--- src/rtl/fp8_cmd_sched_if.sv ---
// Command, response and arithmetic-unit signals of the FP8 command scheduler.
// slave  : the scheduler's view (takes commands, drives the unit, returns responses).
// master : the surrounding logic's view (issues commands, models the unit, takes responses).
interface fp8_cmd_sched_if #(
  parameter int TAG_W = 4
);
  logic             cmd_valid;
  logic             cmd_ready;
  logic [7:0]       cmd_a;
  logic [7:0]       cmd_b;
  logic [1:0]       cmd_op;
  logic [TAG_W-1:0] cmd_tag;

  logic             unit_start;
  logic [7:0]       unit_a;
  logic [7:0]       unit_b;
  logic [1:0]       unit_op;
  logic             unit_done;
  logic [7:0]       unit_result;
  logic [3:0]       unit_flags;

  logic             rsp_valid;
  logic             rsp_ready;
  logic [7:0]       rsp_result;
  logic [3:0]       rsp_flags;
  logic [TAG_W-1:0] rsp_tag;
  logic             rsp_timeout;

  modport slave (
    input  cmd_valid, cmd_a, cmd_b, cmd_op, cmd_tag,
    output cmd_ready,
    output unit_start, unit_a, unit_b, unit_op,
    input  unit_done, unit_result, unit_flags,
    output rsp_valid, rsp_result, rsp_flags, rsp_tag, rsp_timeout,
    input  rsp_ready
  );

  modport master (
    output cmd_valid, cmd_a, cmd_b, cmd_op, cmd_tag,
    input  cmd_ready,
    input  unit_start, unit_a, unit_b, unit_op,
    output unit_done, unit_result, unit_flags,
    input  rsp_valid, rsp_result, rsp_flags, rsp_tag, rsp_timeout,
    output rsp_ready
  );
endinterface

--- src/rtl/fp8_cmd_sched.sv ---
// FP8 command scheduler: queues operand/opcode/tag commands in a small FIFO,
// issues them one at a time to the FP8 arithmetic unit over start/done, and
// returns result, flags and tag on a valid/ready response channel.
// Reserved opcode 11 is answered directly without starting the unit; a unit
// that stays silent for TIMEOUT wait cycles yields a timeout response.
// Optional build macro FP8_SCHED_STATS_EN adds saturating response counters
// stat_done (all handshakes) and stat_timeouts (handshakes with rsp_timeout).
module fp8_cmd_sched #(
  parameter int DEPTH   = 4,
  parameter int TAG_W   = 4,
  parameter int TIMEOUT = 15
) (
  input  logic                   clk,
  input  logic                   reset,
  fp8_cmd_sched_if.slave         bus,
  output logic                   busy,
  output logic [$clog2(DEPTH):0] fifo_count
`ifdef FP8_SCHED_STATS_EN
  ,
  output logic [15:0]            stat_done,
  output logic [7:0]             stat_timeouts
`endif
);

  localparam int PW = $clog2(DEPTH);
  localparam int CW = PW + 1;
  localparam int TW = $clog2(TIMEOUT + 1);
  localparam int EW = 18 + TAG_W;

  typedef enum logic [1:0] {IDLE, ISSUE, WAIT, RESP} state_t;

  state_t           state_q, state_d;
  logic [EW-1:0]    mem_q [DEPTH];
  logic [PW-1:0]    wr_ptr_q, wr_ptr_d, rd_ptr_q, rd_ptr_d;
  logic [CW-1:0]    count_q, count_d;
  logic [TW-1:0]    wait_cnt_q, wait_cnt_d;
  logic [7:0]       ua_q, ua_d, ub_q, ub_d;
  logic [1:0]       uop_q, uop_d;
  logic [TAG_W-1:0] tag_q, tag_d;
  logic [7:0]       res_q, res_d;
  logic [3:0]       flg_q, flg_d;
  logic             tmo_q, tmo_d;
  logic [EW-1:0]    head;
  logic             push, pop;

  assign bus.cmd_ready   = (count_q != CW'(DEPTH));
  assign bus.unit_start  = (state_q == ISSUE);
  assign bus.unit_a      = ua_q;
  assign bus.unit_b      = ub_q;
  assign bus.unit_op     = uop_q;
  assign bus.rsp_valid   = (state_q == RESP);
  assign bus.rsp_result  = res_q;
  assign bus.rsp_flags   = flg_q;
  assign bus.rsp_tag     = tag_q;
  assign bus.rsp_timeout = tmo_q;
  assign busy            = (state_q != IDLE) || (count_q != '0);
  assign fifo_count      = count_q;

  // Next-state, FIFO pointer/occupancy and command/response register updates.
  always_comb begin
    state_d    = state_q;
    wr_ptr_d   = wr_ptr_q;
    rd_ptr_d   = rd_ptr_q;
    count_d    = count_q;
    wait_cnt_d = wait_cnt_q;
    ua_d       = ua_q;
    ub_d       = ub_q;
    uop_d      = uop_q;
    tag_d      = tag_q;
    res_d      = res_q;
    flg_d      = flg_q;
    tmo_d      = tmo_q;
    pop        = 1'b0;
    head       = mem_q[rd_ptr_q];
    push       = bus.cmd_valid && bus.cmd_ready;

    case (state_q)
      IDLE: begin
        if (count_q != '0) begin
          pop   = 1'b1;
          ua_d  = head[7:0];
          ub_d  = head[15:8];
          uop_d = head[17:16];
          tag_d = head[EW-1:18];
          if (head[17:16] == 2'b11) begin
            res_d   = 8'h00;
            flg_d   = 4'b1000;
            tmo_d   = 1'b0;
            state_d = RESP;
          end else begin
            state_d = ISSUE;
          end
        end
      end
      ISSUE: begin
        wait_cnt_d = '0;
        state_d    = WAIT;
      end
      WAIT: begin
        // A done arriving on the final wait cycle still wins over the timeout.
        if (bus.unit_done) begin
          res_d   = bus.unit_result;
          flg_d   = bus.unit_flags;
          tmo_d   = 1'b0;
          state_d = RESP;
        end else begin
          wait_cnt_d = wait_cnt_q + TW'(1);
          if (wait_cnt_d == TW'(TIMEOUT)) begin
            res_d   = 8'h00;
            flg_d   = 4'b0000;
            tmo_d   = 1'b1;
            state_d = RESP;
          end
        end
      end
      RESP: begin
        if (bus.rsp_ready) state_d = IDLE;
      end
      default: state_d = IDLE;
    endcase

    if (push) wr_ptr_d = wr_ptr_q + PW'(1);
    if (pop)  rd_ptr_d = rd_ptr_q + PW'(1);
    case ({push, pop})
      2'b10:   count_d = count_q + CW'(1);
      2'b01:   count_d = count_q - CW'(1);
      default: count_d = count_q;
    endcase
  end

  // Control and output registers; reset abandons any in-flight command.
  always_ff @(posedge clk or posedge reset) begin
    if (reset) begin
      state_q    <= IDLE;
      wr_ptr_q   <= '0;
      rd_ptr_q   <= '0;
      count_q    <= '0;
      wait_cnt_q <= '0;
      ua_q       <= '0;
      ub_q       <= '0;
      uop_q      <= '0;
      tag_q      <= '0;
      res_q      <= '0;
      flg_q      <= '0;
      tmo_q      <= 1'b0;
    end else begin
      state_q    <= state_d;
      wr_ptr_q   <= wr_ptr_d;
      rd_ptr_q   <= rd_ptr_d;
      count_q    <= count_d;
      wait_cnt_q <= wait_cnt_d;
      ua_q       <= ua_d;
      ub_q       <= ub_d;
      uop_q      <= uop_d;
      tag_q      <= tag_d;
      res_q      <= res_d;
      flg_q      <= flg_d;
      tmo_q      <= tmo_d;
    end
  end

  // FIFO storage; contents are only meaningful below the occupancy count.
  always_ff @(posedge clk) begin
    if (push) mem_q[wr_ptr_q] <= {bus.cmd_tag, bus.cmd_op, bus.cmd_b, bus.cmd_a};
  end

`ifdef FP8_SCHED_STATS_EN
  logic        rsp_hs;
  logic [15:0] stat_done_q, stat_done_d;
  logic [7:0]  stat_to_q, stat_to_d;

  assign rsp_hs        = (state_q == RESP) && bus.rsp_ready;
  assign stat_done     = stat_done_q;
  assign stat_timeouts = stat_to_q;

  // Saturating response counters.
  always_comb begin
    stat_done_d = stat_done_q;
    stat_to_d   = stat_to_q;
    if (rsp_hs && (stat_done_q != 16'hFFFF)) stat_done_d = stat_done_q + 16'd1;
    if (rsp_hs && tmo_q && (stat_to_q != 8'hFF)) stat_to_d = stat_to_q + 8'd1;
  end

  // Counter registers.
  always_ff @(posedge clk or posedge reset) begin
    if (reset) begin
      stat_done_q <= '0;
      stat_to_q   <= '0;
    end else begin
      stat_done_q <= stat_done_d;
      stat_to_q   <= stat_to_d;
    end
  end
`endif

endmodule

--- src/flat_wrapper.sv ---
// flat-port wrapper written by rule: the top's interface ports become plain ports
module fp8_cmd_sched_flat 
#(
  parameter int DEPTH   = 4,
  parameter int TAG_W   = 4,
  parameter int TIMEOUT = 15
)
  (clk, reset, busy, fifo_count, bus_cmd_valid, bus_cmd_a, bus_cmd_b, bus_cmd_op, bus_cmd_tag, bus_cmd_ready, bus_unit_start, bus_unit_a, bus_unit_b, bus_unit_op, bus_unit_done, bus_unit_result, bus_unit_flags, bus_rsp_valid, bus_rsp_result, bus_rsp_flags, bus_rsp_tag, bus_rsp_timeout, bus_rsp_ready);
  fp8_cmd_sched_if #(.TAG_W(TAG_W)) bus_i ();
  input  logic clk;
  input  logic reset;
  output logic busy;
  output logic [$clog2(DEPTH):0] fifo_count;
  input wire logic [$bits(bus_i.cmd_valid)-1:0] bus_cmd_valid;
  input wire logic [$bits(bus_i.cmd_a)-1:0] bus_cmd_a;
  input wire logic [$bits(bus_i.cmd_b)-1:0] bus_cmd_b;
  input wire logic [$bits(bus_i.cmd_op)-1:0] bus_cmd_op;
  input wire logic [$bits(bus_i.cmd_tag)-1:0] bus_cmd_tag;
  output wire logic [$bits(bus_i.cmd_ready)-1:0] bus_cmd_ready;
  output wire logic [$bits(bus_i.unit_start)-1:0] bus_unit_start;
  output wire logic [$bits(bus_i.unit_a)-1:0] bus_unit_a;
  output wire logic [$bits(bus_i.unit_b)-1:0] bus_unit_b;
  output wire logic [$bits(bus_i.unit_op)-1:0] bus_unit_op;
  input wire logic [$bits(bus_i.unit_done)-1:0] bus_unit_done;
  input wire logic [$bits(bus_i.unit_result)-1:0] bus_unit_result;
  input wire logic [$bits(bus_i.unit_flags)-1:0] bus_unit_flags;
  output wire logic [$bits(bus_i.rsp_valid)-1:0] bus_rsp_valid;
  output wire logic [$bits(bus_i.rsp_result)-1:0] bus_rsp_result;
  output wire logic [$bits(bus_i.rsp_flags)-1:0] bus_rsp_flags;
  output wire logic [$bits(bus_i.rsp_tag)-1:0] bus_rsp_tag;
  output wire logic [$bits(bus_i.rsp_timeout)-1:0] bus_rsp_timeout;
  input wire logic [$bits(bus_i.rsp_ready)-1:0] bus_rsp_ready;
  assign bus_i.cmd_valid = bus_cmd_valid;
  assign bus_i.cmd_a = bus_cmd_a;
  assign bus_i.cmd_b = bus_cmd_b;
  assign bus_i.cmd_op = bus_cmd_op;
  assign bus_i.cmd_tag = bus_cmd_tag;
  assign bus_cmd_ready = bus_i.cmd_ready;
  assign bus_unit_start = bus_i.unit_start;
  assign bus_unit_a = bus_i.unit_a;
  assign bus_unit_b = bus_i.unit_b;
  assign bus_unit_op = bus_i.unit_op;
  assign bus_i.unit_done = bus_unit_done;
  assign bus_i.unit_result = bus_unit_result;
  assign bus_i.unit_flags = bus_unit_flags;
  assign bus_rsp_valid = bus_i.rsp_valid;
  assign bus_rsp_result = bus_i.rsp_result;
  assign bus_rsp_flags = bus_i.rsp_flags;
  assign bus_rsp_tag = bus_i.rsp_tag;
  assign bus_rsp_timeout = bus_i.rsp_timeout;
  assign bus_i.rsp_ready = bus_rsp_ready;
  fp8_cmd_sched #(.DEPTH(DEPTH), .TAG_W(TAG_W), .TIMEOUT(TIMEOUT)) u_core (.clk(clk), .reset(reset), .bus(bus_i), .busy(busy), .fifo_count(fifo_count));
endmodule
--- config.mk ---
export PLATFORM = sky130hd
export DESIGN_NAME = fp8_cmd_sched_flat
export DESIGN_NICKNAME = d
export VERILOG_FILES = /design/src/rtl/fp8_cmd_sched_if.sv /design/src/rtl/fp8_cmd_sched.sv /design/src/flat_wrapper.sv
export SDC_FILE = /design/constraint.sdc
export NUM_CORES = 1
export LEC_CHECK = 0
export BUFFER_PORTS_ARGS = -buffer_cell sky130_fd_sc_hd__buf_2
export CAP_MARGIN = 15
export CELL_PAD_IN_SITES_DETAIL_PLACEMENT = 1
export CELL_PAD_IN_SITES_GLOBAL_PLACEMENT = 1
export CORE_MARGIN = 5
export CORE_UTILIZATION = 48
export DETAILED_ROUTE_END_ITERATION = 8
export GPL_ROUTABILITY_DRIVEN = 0
export GPL_TIMING_DRIVEN = 0
export PLACE_DENSITY = 0.78
export SYNTH_ARGS = -nofsm -noshare
export SYNTH_HDL_FRONTEND = slang
export SYNTH_SLANG_ARGS = --single-unit
export TNS_END_PERCENT = 1
--- constraint.sdc ---
create_clock -name clk -period 3.22 [get_ports clk]
set_input_delay 0.483 -clock clk [delete_from_list [all_inputs] [get_ports clk]]
set_output_delay 0.483 -clock clk [all_outputs]
set_load 0.01 [all_outputs]
[After elaboration in Yosys (flattened, before gate mapping)]
Memory sizes are Yosys's and may differ from the RTL's.
Index checks and enable logic that the tools add are counted.
Word-level totals
  word-level logic and storage cells: 71
  flip-flop bits (word level): 48
  output and inout port bits: 42
  RAM bits: 88
  memories kept: 1
Memories
  u_core.mem_q: words 4, bits a word 22, rd ports 1, clocked after memory_dff 0, write ports 1, line fp8_cmd_sched.sv:33  | logic [EW-1:0] mem_q [DEPTH];
Operators by class
  equality and inequality tests: 13
  $add $sub $neg: 5
  multiplexer cells: 28
  reduce and logical (&&, ||, !) cells: 12
Operators with widths (number)
  $mux 8: 4
  $mux 4: 5
  $pmux 4 s2: 2
  $pmux 8 s2: 1
  $mux 2: 5
  $eq 2x2->1 const B: 4
  $mux 1: 8
  $pmux 2 s4: 1
  $reduce_bool 2->1: 4
  $ne 2x1->1 const B: 3
  $pmux 3 s2: 1
  $add 2x1->2 const B: 2
  $add 4x1->4 const B: 1
  $eq 2x1->1 const B: 2
  $eq 4x4->1 const B: 1
  $reduce_and 2->1: 2
  $reduce_and 4->1: 1
  $add 3x1->3 const B: 1
  $ne 3x2->1 const B: 1
  $ne 3x3->1 const B: 1
  $reduce_and 3->1: 1
  $reduce_bool 3->1: 1
  $sub 3x1->3 const B: 1
  $logic_not 2->1: 1
  other kinds (4): 4

[Longest topological paths before layout]
Gate-level depths: netlist (run 1).
  word-level depth: 5
  depth in mapped cells: 11

[Least setup slack after synthesis (run 1)]
No wires, ideal clock.
  path kind: register to register
  start: reg u_core.state_q[0]
  end: reg u_core.count_q[2] (netlist: u_core.fifo_count[2])
  buffers on the path: 1
  library setup time: 0.079 ns
  cell stages (with the launch flop): 12
  data required time: 3.141 ns
  data arrival time: 2.211 ns
  period minus slack after synthesis: 2.291 ns
  path slack: 0.929 ns
  cells stage by stage: dfrtp_1 inv_1 ha_1 nand2b_1 clkinv_1 buf_2 ha_1 inv_1 fa_1 xor2_1 nor2_1 xor2_1
On the way
  word-level cells in the longest chain between the ends: 4
  elaborated cells between the ends (all ways): 6
  classes of those cells: eq/ne: 2; mux: 2; reduce/logical: 2
RTL lines
  start: declaration: line fp8_cmd_sched.sv:32  | state_t state_q, state_d;
  start signal: assignment: line fp8_cmd_sched.sv:147  | state_q <= state_d;
  $logic_not 2->1 *: line fp8_cmd_sched.sv:77  | case (state_q)
  $mux 1 *: line fp8_cmd_sched.sv:77
  via u_core.pop: line fp8_cmd_sched.sv:44  | logic push, pop;
  $eq 2x1->1 / $eq 2x2->1 (equally long branches): line fp8_cmd_sched.sv:124  | case ({push, pop})
  $pmux 3 s2 / $reduce_bool 2->1 (equally long branches)
  end signal: assignment: line fp8_cmd_sched.sv:150  | count_q <= count_d;
  end: declaration: line fp8_cmd_sched.sv:35  | logic [CW-1:0] count_q, count_d;
The timed path passes the listed nets; every way through them passes the cells marked *.
A chain may end at the register's enable or synchronous reset.

[Worst setup path after layout (run 1)]
  start: reg u_core.state_q[1]
  end: reg u_core.count_q[2] (netlist: u_core.fifo_count[2])
The elaborated chain is that of the path after synthesis.

==> results of run 1 <==
[worst reg2reg max path, stage by stage (launching register included)]
cell and delay (ns):
dfrtp_1 0.40, inv_1 0.12, ha_1 0.34, nand2b_1 0.18
clkinv_1 0.20, buf_2 0.33, ha_1 0.24, inv_1 0.06
fa_1 0.37, xor2_1 0.15, nor2_1 0.13, xor2_1 0.15
[power breakdown]
part | switching [mW] | internal, mW
registers | 0.238 | 2.40
clock network | 0.719 | 1.38
logic | 1.17 | 1.11
total | 2.12 | 4.88
[cells in the final DEF (no fill, tap or decap), types with 5 or more instances in the layout]
master	count
buf_2	83
mux2_2	25
o21ai_0	7
inv_1	12
mux4_2	22
mux2_4	9
edfxtp_1	88
ha_1	11
clkbuf_16	17
and3_1	15
bufinv_16	5
nand2_1	9
dfrtp_1	48
[kinds of logic after synthesis]
logic type	count (synthesis)
DFF	136
muxes	60
and+or+nand+nor	38
buffers and inverters	25
AOI/OAI and AO/OA	14
adders and majority gates	12
xor gates and xnor gates	7
[worst max-delay path by stage]
stage / startpoint / to / cells after the start
floorplan: u_core.state_q[0]$_DFFE_PP0P_ / u_core.fifo_count[2]$_DFFE_PP0P_ / 11
global placement: u_core.state_q[0]$_DFFE_PP0P_ / u_core.fifo_count[2]$_DFFE_PP0P_ / 11
detailed placement: u_core.state_q[1]$_DFFE_PP0P_ / u_core.fifo_count[2]$_DFFE_PP0P_ / 11
CTS: u_core.state_q[1]$_DFFE_PP0P_ / u_core.fifo_count[2]$_DFFE_PP0P_ / 11
global route: u_core.state_q[0]$_DFFE_PP0P_ / u_core.fifo_count[2]$_DFFE_PP0P_ / 11
finish: u_core.state_q[1]$_DFFE_PP0P_ / u_core.fifo_count[2]$_DFFE_PP0P_ / 11
[state kept, by name, indices dropped and copies added, names as in the netlist, 3 cells and up]
| signal | count |
|---|---|
| u_core.bus.rsp_flags | 4 |
| u_core.bus.rsp_result | 8 |
| u_core.bus.rsp_tag | 4 |
| u_core.bus.unit_a | 8 |
| u_core.bus.unit_b | 8 |
| u_core.fifo_count | 3 |
| u_core.mem_q | 88 |
| u_core.wait_cnt_q | 4 |
[metal layers]
| metal | wire [um] | share of wire | track usage | vias up |
|---|---|---|---|---|
| met5 | 0 | 0 | 0 | - |
| met2 | 6010 | 0.53 | 0.317 | 87 |
| li1 | - | - | - | 1320 |
| met3 | 659 | 0.058 | 0.0565 | 5 |
| met4 | 80 | 0.0070 | 0.0534 | 0 |
| met1 | 4640 | 0.41 | 0.230 | 1521 |
[layout make-up]
class | count | share of cell area
Clock inverter | 15 | 0.0332
Inverter | 14 | 0.00780
Buffer | 11 | 0.00854
Clock buffer | 17 | 0.0631
Timing Repair Buffer | 85 | 0.0713
Sequential cell | 136 | 0.570
Multi-Input combinational cell | 131 | 0.219
Tap cell | 140 | 0.0260
[stage by stage]
stage                     instances  hold slack, ns  total power, mW  instance area, um^2
final                           549          0.0323             7.01                 6740
after global routing            549          0.0436             7.43                 6740
after CTS                       549          0.0329             7.12                 6740
after detailed placement        517           0.475             4.97                 6090
after global placement          512           0.484             4.80                 6010
after floorplan                 292           0.507             4.18                 5430
==> results_dict.tcl, run 1 <==
set metrics [dict create \
    status "finished, final reports clean" \
    cpPeakStageDelay_ns 0.40 \
    rrSetupSlack_ns 0.48 \
    fin_skew_ns 0.0111 \
    ir_worst_vdd_mv 0.505 \
    first_iter_violations 166 \
    netlist_area_um2 5430 \
    cts.path.max_buffers 2 \
    place_hpwl_um 7770 \
    post-route-util 0.613 \
    synth_compound_area_frac 0.0191 \
    multiInputGateArea_um2 1480 \
    cts_tree "built" \
    synth_cell_types 35 \
    nets 447 \
    root_buffer "clkbuf_16" \
    worstRegToRegCells 11 \
    yosysWarnings 0 \
    min_path_type "input pin to asynchronous set/reset pin" \
    r2r_start "u_core.state_q[1]$_DFFE_PP0P_" \
    clk_latency_ns 0.41 \
    grt_max_degree 38 \
    antennaDiodeCount 0 \
    tns_ns 0 \
    preCtsSetupSlack_ns 0.497 \
    drc 0 \
    grt_pass1_wl_um 18400 \
    start_util 0.495 \
    power.density_nw_per_um2 1040 \
    setup_viol 0 \
    syn_nets 343 \
    fillers 998 \
    cp_slowest_cell "dfrtp_1" \
    holdBufCountCts 0 \
    post_cts_buffers 0 \
    cp-start-kind "flop" \
    critPathBufInv 4 \
    synth_largest_area_cell "edfxtp_1" \
    arrival_ns 3.08 \
    core_area_um2 11000 \
    endpoint_kind "flop" \
    area_delta_synth_final_pct 24.0 \
    finalCritPeriodShare 0.852 \
    wl_per_cell_um 20.7 \
    synthArstFlopShare 0.353 \
    maxCapViolCount 0 \
    crit_chain "inv_1 -> ha_1 -> nand2b_1 -> clkinv_1 -> buf_2 -> ha_1 -> inv_1 -> fa_1 -> xor2_1 -> nor2_1 -> xor2_1" \
    portBuffers 80 \
    ant_nets 0 \
    syn_inst 292 \
    yosys_register_bits 136 \
    synthTopCellsByArea "edfxtp_1 49%, dfrtp_1 22%, mux4_2 9.1%, mux2_2 5.2%, ha_1 2.5%" \
    htree_levels 4 \
    grt.total_usage 0.186 \
    leakage_nw 2.77 \
    rows 38 \
    cts-resized-gates 0 \
    numCtsBuffers 17 \
    crit_fanout 10 \
    synth_top_area_frac 0.486 \
    fp.dieArea_um2 13500 \
    crit_required_ns 3.55 \
    syn_area_per_cell_um2 18.6 \
    crit_family "adder cells" \
    final-seq-area_um2 3840 \
    routed_wl_um 11400 \
    synth_top_family_by_area "multiplexers" \
    drtPass1Iterations 4 \
    synth_fa_ha_area_frac 0.0290 \
    maxSlewHeadroom 0.496 \
    gr-total-overflow 0 \
    first_global_vias 3363 \
    synth_xor_area_frac 0.0113 \
    die_width_um 116 \
    synth_edf_count 88 \
    worst_pin_slew_ns 0.757 \
    synth_mux_area_frac 0.175 \
    fp.dieH_um 116 \
    final.min_clock_period_ns 2.74 \
    max_freq_mhz 364 \
    hold_viol_final 0 \
    rsz0062_at_grt "false" \
    path_clk_slew_ns 0.06 \
    ys_seq_area_frac 0.708 \
    synth_most_common_cell "edfxtp_1" \
    synth_common_cells "88 x edfxtp_1, 48 x dfrtp_1, 25 x mux2_2, 22 x mux4_2, 15 x and3_1" \
    vias 2933 \
    synthFlopType "edfxtp_1" \
    layout_setup_ws_ns 0.476 \
    cts.sinks 136 \
    drv_slew 0 \
    crit_type "flop to flop" \
    via_per_inst 5.34 \
    yosys.area_share.simple 0.0375 \
    io-pin-count 81 \
    layout-drive-gt1-share 0.440 \
    r2r_end "u_core.fifo_count[2]$_DFFE_PP0P_" \
    antenna_found_initial 0 \
]
Power figures use the tool's default switching activity.
==> inputs of run 2 (changes only) <==
ABC_AREA = 1   (was unset)
CORE_UTILIZATION = 45   (was 48)
==> run 2 against run 1 <==
Compared with the run above:
- count of clock-buffer cells in the layout rose by 2
- sequential share of layout area down 1.1 points
- critical path type unchanged
- clock skew down 0.0042 ns
==> results_dict.tcl, run 2 <==
set metrics [dict create \
    status "finished, final reports clean" \
    largest-register "u_core.mem_q" \
    min_path_type "input pin to flop" \
    worstHoldPathCells 1 \
    crit_type "flop to flop" \
    synth_fa_ha_area_frac 0.0283 \
    r2r_end "u_core.fifo_count[2]$_DFFE_PP0P_" \
    preCtsSetupSlack_ns 0.428 \
    synth_top_family_by_area "simple AND/OR/NAND/NOR gates" \
    grt_pass1_wl_um 22900 \
    syn_area_per_cell_um2 11.2 \
    synth_most_common_cell "nor2_1" \
    yosys.area_share.simple 0.156 \
    final_cell_mix "118 x nor2_1, 89 x buf_2, 88 x edfxtp_1" \
    min_to "u_core.mem_q[3][13]$_DFFE_PP_" \
    synth_common_cells "122 x nor2_1, 88 x edfxtp_1, 57 x nand2_1, 48 x dfrtp_1, 46 x o21ai_0" \
    path_clk_slew_ns 0.06 \
    layout_commonest_cell "nor2_1" \
    routed_wl_um 14400 \
    ant_nets 0 \
    core_area_um2 12100 \
    htree_levels 4 \
    first_global_vias 4364 \
    syn_nets 551 \
    antenna_found_initial 0 \
    ir_worst_vdd_mv 0.485 \
    rrSetupSlack_ns 0.37 \
    tns_ns 0 \
    synthFlopType "edfxtp_1" \
    cts-resized-gates 0 \
    first_iter_violations 187 \
    synth_compound_area_frac 0.0713 \
    holdBufCountCts 1 \
    maxCapViolCount 0 \
    holdCritStartpoint "bus_cmd_b[5]" \
    arrival_ns 3.14 \
    stdcell_area_um2 6870 \
    post_dp_cell_area_um2 6290 \
    start_util 0.463 \
    yosys_register_bits 136 \
    endpoint_kind "flop" \
    syn_inst 500 \
    grt_max_degree 38 \
    ys_seq_area_frac 0.689 \
    portBuffers 80 \
    numCtsBuffers 17 \
    drtPass1Iterations 4 \
    root_buffer "clkbuf_16" \
    cts.sinks 136 \
    place_hpwl_um 9300 \
    synth_largest_area_cell "edfxtp_1" \
    post_cts_buffers 0 \
    netlist_area_um2 5580 \
    cpPeakStageDelay_ns 0.41 \
    worstRegToRegCells 11 \
    r2r_start "u_core.state_q[1]$_DFFE_PP0P_" \
    hold_viol_final 0 \
    via_per_inst 5.15 \
    largest_reg_flops 88 \
    drv_slew 0 \
    grt.total_usage 0.206 \
    max_freq_mhz 351 \
    yosysWarnings 0 \
    vias 4040 \
    cts_tree "built" \
    crit_fanout 10 \
    area_delta_synth_final_pct 23.1 \
    setup_viol 0 \
    drc 0 \
    fp.dieH_um 121 \
    final.min_clock_period_ns 2.85 \
    io-pin-count 81 \
    synth_cell_types 27 \
    gr-total-overflow 0 \
    synth_mux_area_frac 0 \
    nets 655 \
    rows 40 \
    cp_slowest_cell "dfrtp_1" \
    synth_edf_count 88 \
    fin_skew_ns 0.00689 \
    rsz0062_at_grt "false" \
    synthArstFlopShare 0.353 \
    holdWs_ns 0.273 \
    cp-start-kind "flop" \
    worst_pin_slew_ns 0.811 \
    power.density_nw_per_um2 1050 \
    power.total_mw 7.20 \
    fp.dieArea_um2 14700 \
    leakage_nw 2.91 \
    crit_required_ns 3.51 \
    finalCritPeriodShare 0.885 \
    synth_xor_area_frac 0.00628 \
    synth_top_area_frac 0.474 \
    maxSlewHeadroom 0.459 \
    clk_latency_ns 0.42 \
    cts.path.max_buffers 2 \
    synthTopCellsByArea "edfxtp_1 47%, dfrtp_1 22%, nor2_1 8.2%, o21ai_0 4.1%, nand2_1 3.8%" \
    die_width_um 121 \
    layout_setup_ws_ns 0.369 \
    crit_chain "inv_1 -> ha_1 -> nand2_1 -> inv_2 -> buf_2 -> ha_1 -> inv_1 -> fa_1 -> a21oi_1 -> o21ai_0 -> xor2_1" \
    layout-drive-gt1-share 0.233 \
    wl_per_cell_um 18.3 \
    antennaDiodeCount 0 \
]
-- run 2: cell types whose count changed after synthesis, sizes merged, moves of 4 or more --
cell / delta
nor2: +119
nand2: +50
o21ai: +40
mux2: -34
inv: +30
mux4: -22
a31oi: +21
and3: -15
nand4: +15
nand3: +10
buf: +6
clkbuf: +5
mux2i: -4
-- run 2: final cells by class --
cell class	instances	area, um^2
Sequential cell	136	3840
Inverter	43	164
Clock inverter	13	121
Timing Repair Buffer	85	500
Tap cell	168	210
Clock buffer	19	443
Buffer	22	113
Fill cell	1306	5190
Multi-Input combinational cell	299	1470
-- run 2: metal layers --
metal,vias up,routed length (um),global-route usage,share of wire
met3,21,678,0.0545,0.047
li1,1901,-,-,-
met5,-,0,0,0
met2,94,7500,0.368,0.52
met4,0,236,0.0651,0.016
met1,2024,5990,0.241,0.42
-- run 2: kinds of logic (layout without fill, tap and decap cells) --
logic type | after synthesis | after routing
simple gates | 210 | 210
flops | 136 | 136
compound gates | 73 | 73
buf+inv | 65 | 182
fa+ha+maj | 12 | 12
xor+xnor | 4 | 4
-- run 2: power breakdown --
group	switching (mW)	internal (mW)
registers	0.250	2.42
logic	1.80	0.901
clock network	0.752	1.09
-- run 2: worst max path at each step --
stage | start | endpoint | slack, ns | depth (start not counted)
2_1_floorplan | u_core.state_q[0]$_DFFE_PP0P_ | u_core.fifo_count[2]$_DFFE_PP0P_ | 0.97 | 11
3_3_place_gp | u_core.fifo_count[1]$_DFFE_PP0P_ | u_core.mem_q[3][2]$_DFFE_PP_ | 0.13 | 4
3_5_place_dp | u_core.state_q[1]$_DFFE_PP0P_ | u_core.fifo_count[2]$_DFFE_PP0P_ | 0.43 | 11
4_1_cts | u_core.state_q[1]$_DFFE_PP0P_ | u_core.fifo_count[2]$_DFFE_PP0P_ | 0.36 | 11
5_1_grt | u_core.state_q[0]$_DFFE_PP0P_ | u_core.fifo_count[2]$_DFFE_PP0P_ | 0.28 | 11
6_report | u_core.state_q[1]$_DFFE_PP0P_ | u_core.fifo_count[2]$_DFFE_PP0P_ | 0.37 | 11
-- run 2: through the flow --
step,instances,utilization
3_3_place_gp,748,0.513
4_1_cts,785,0.570
2_1_floorplan,500,-
6_report,785,0.570
5_1_grt,785,0.570
3_5_place_dp,752,0.522
-- run 2: worst max-delay path, delay by kind of cell, from the launching register on --
family                   cells  cell delay [ns]
AND/OR/NAND/NOR              1             0.22
adder cells (fa/ha/maj)      3             0.91
flip-flops                   1             0.41
AO/OA/AOI/OAI                2             0.31
buffers and inverters        4             0.70
XOR/XNOR                     1             0.16
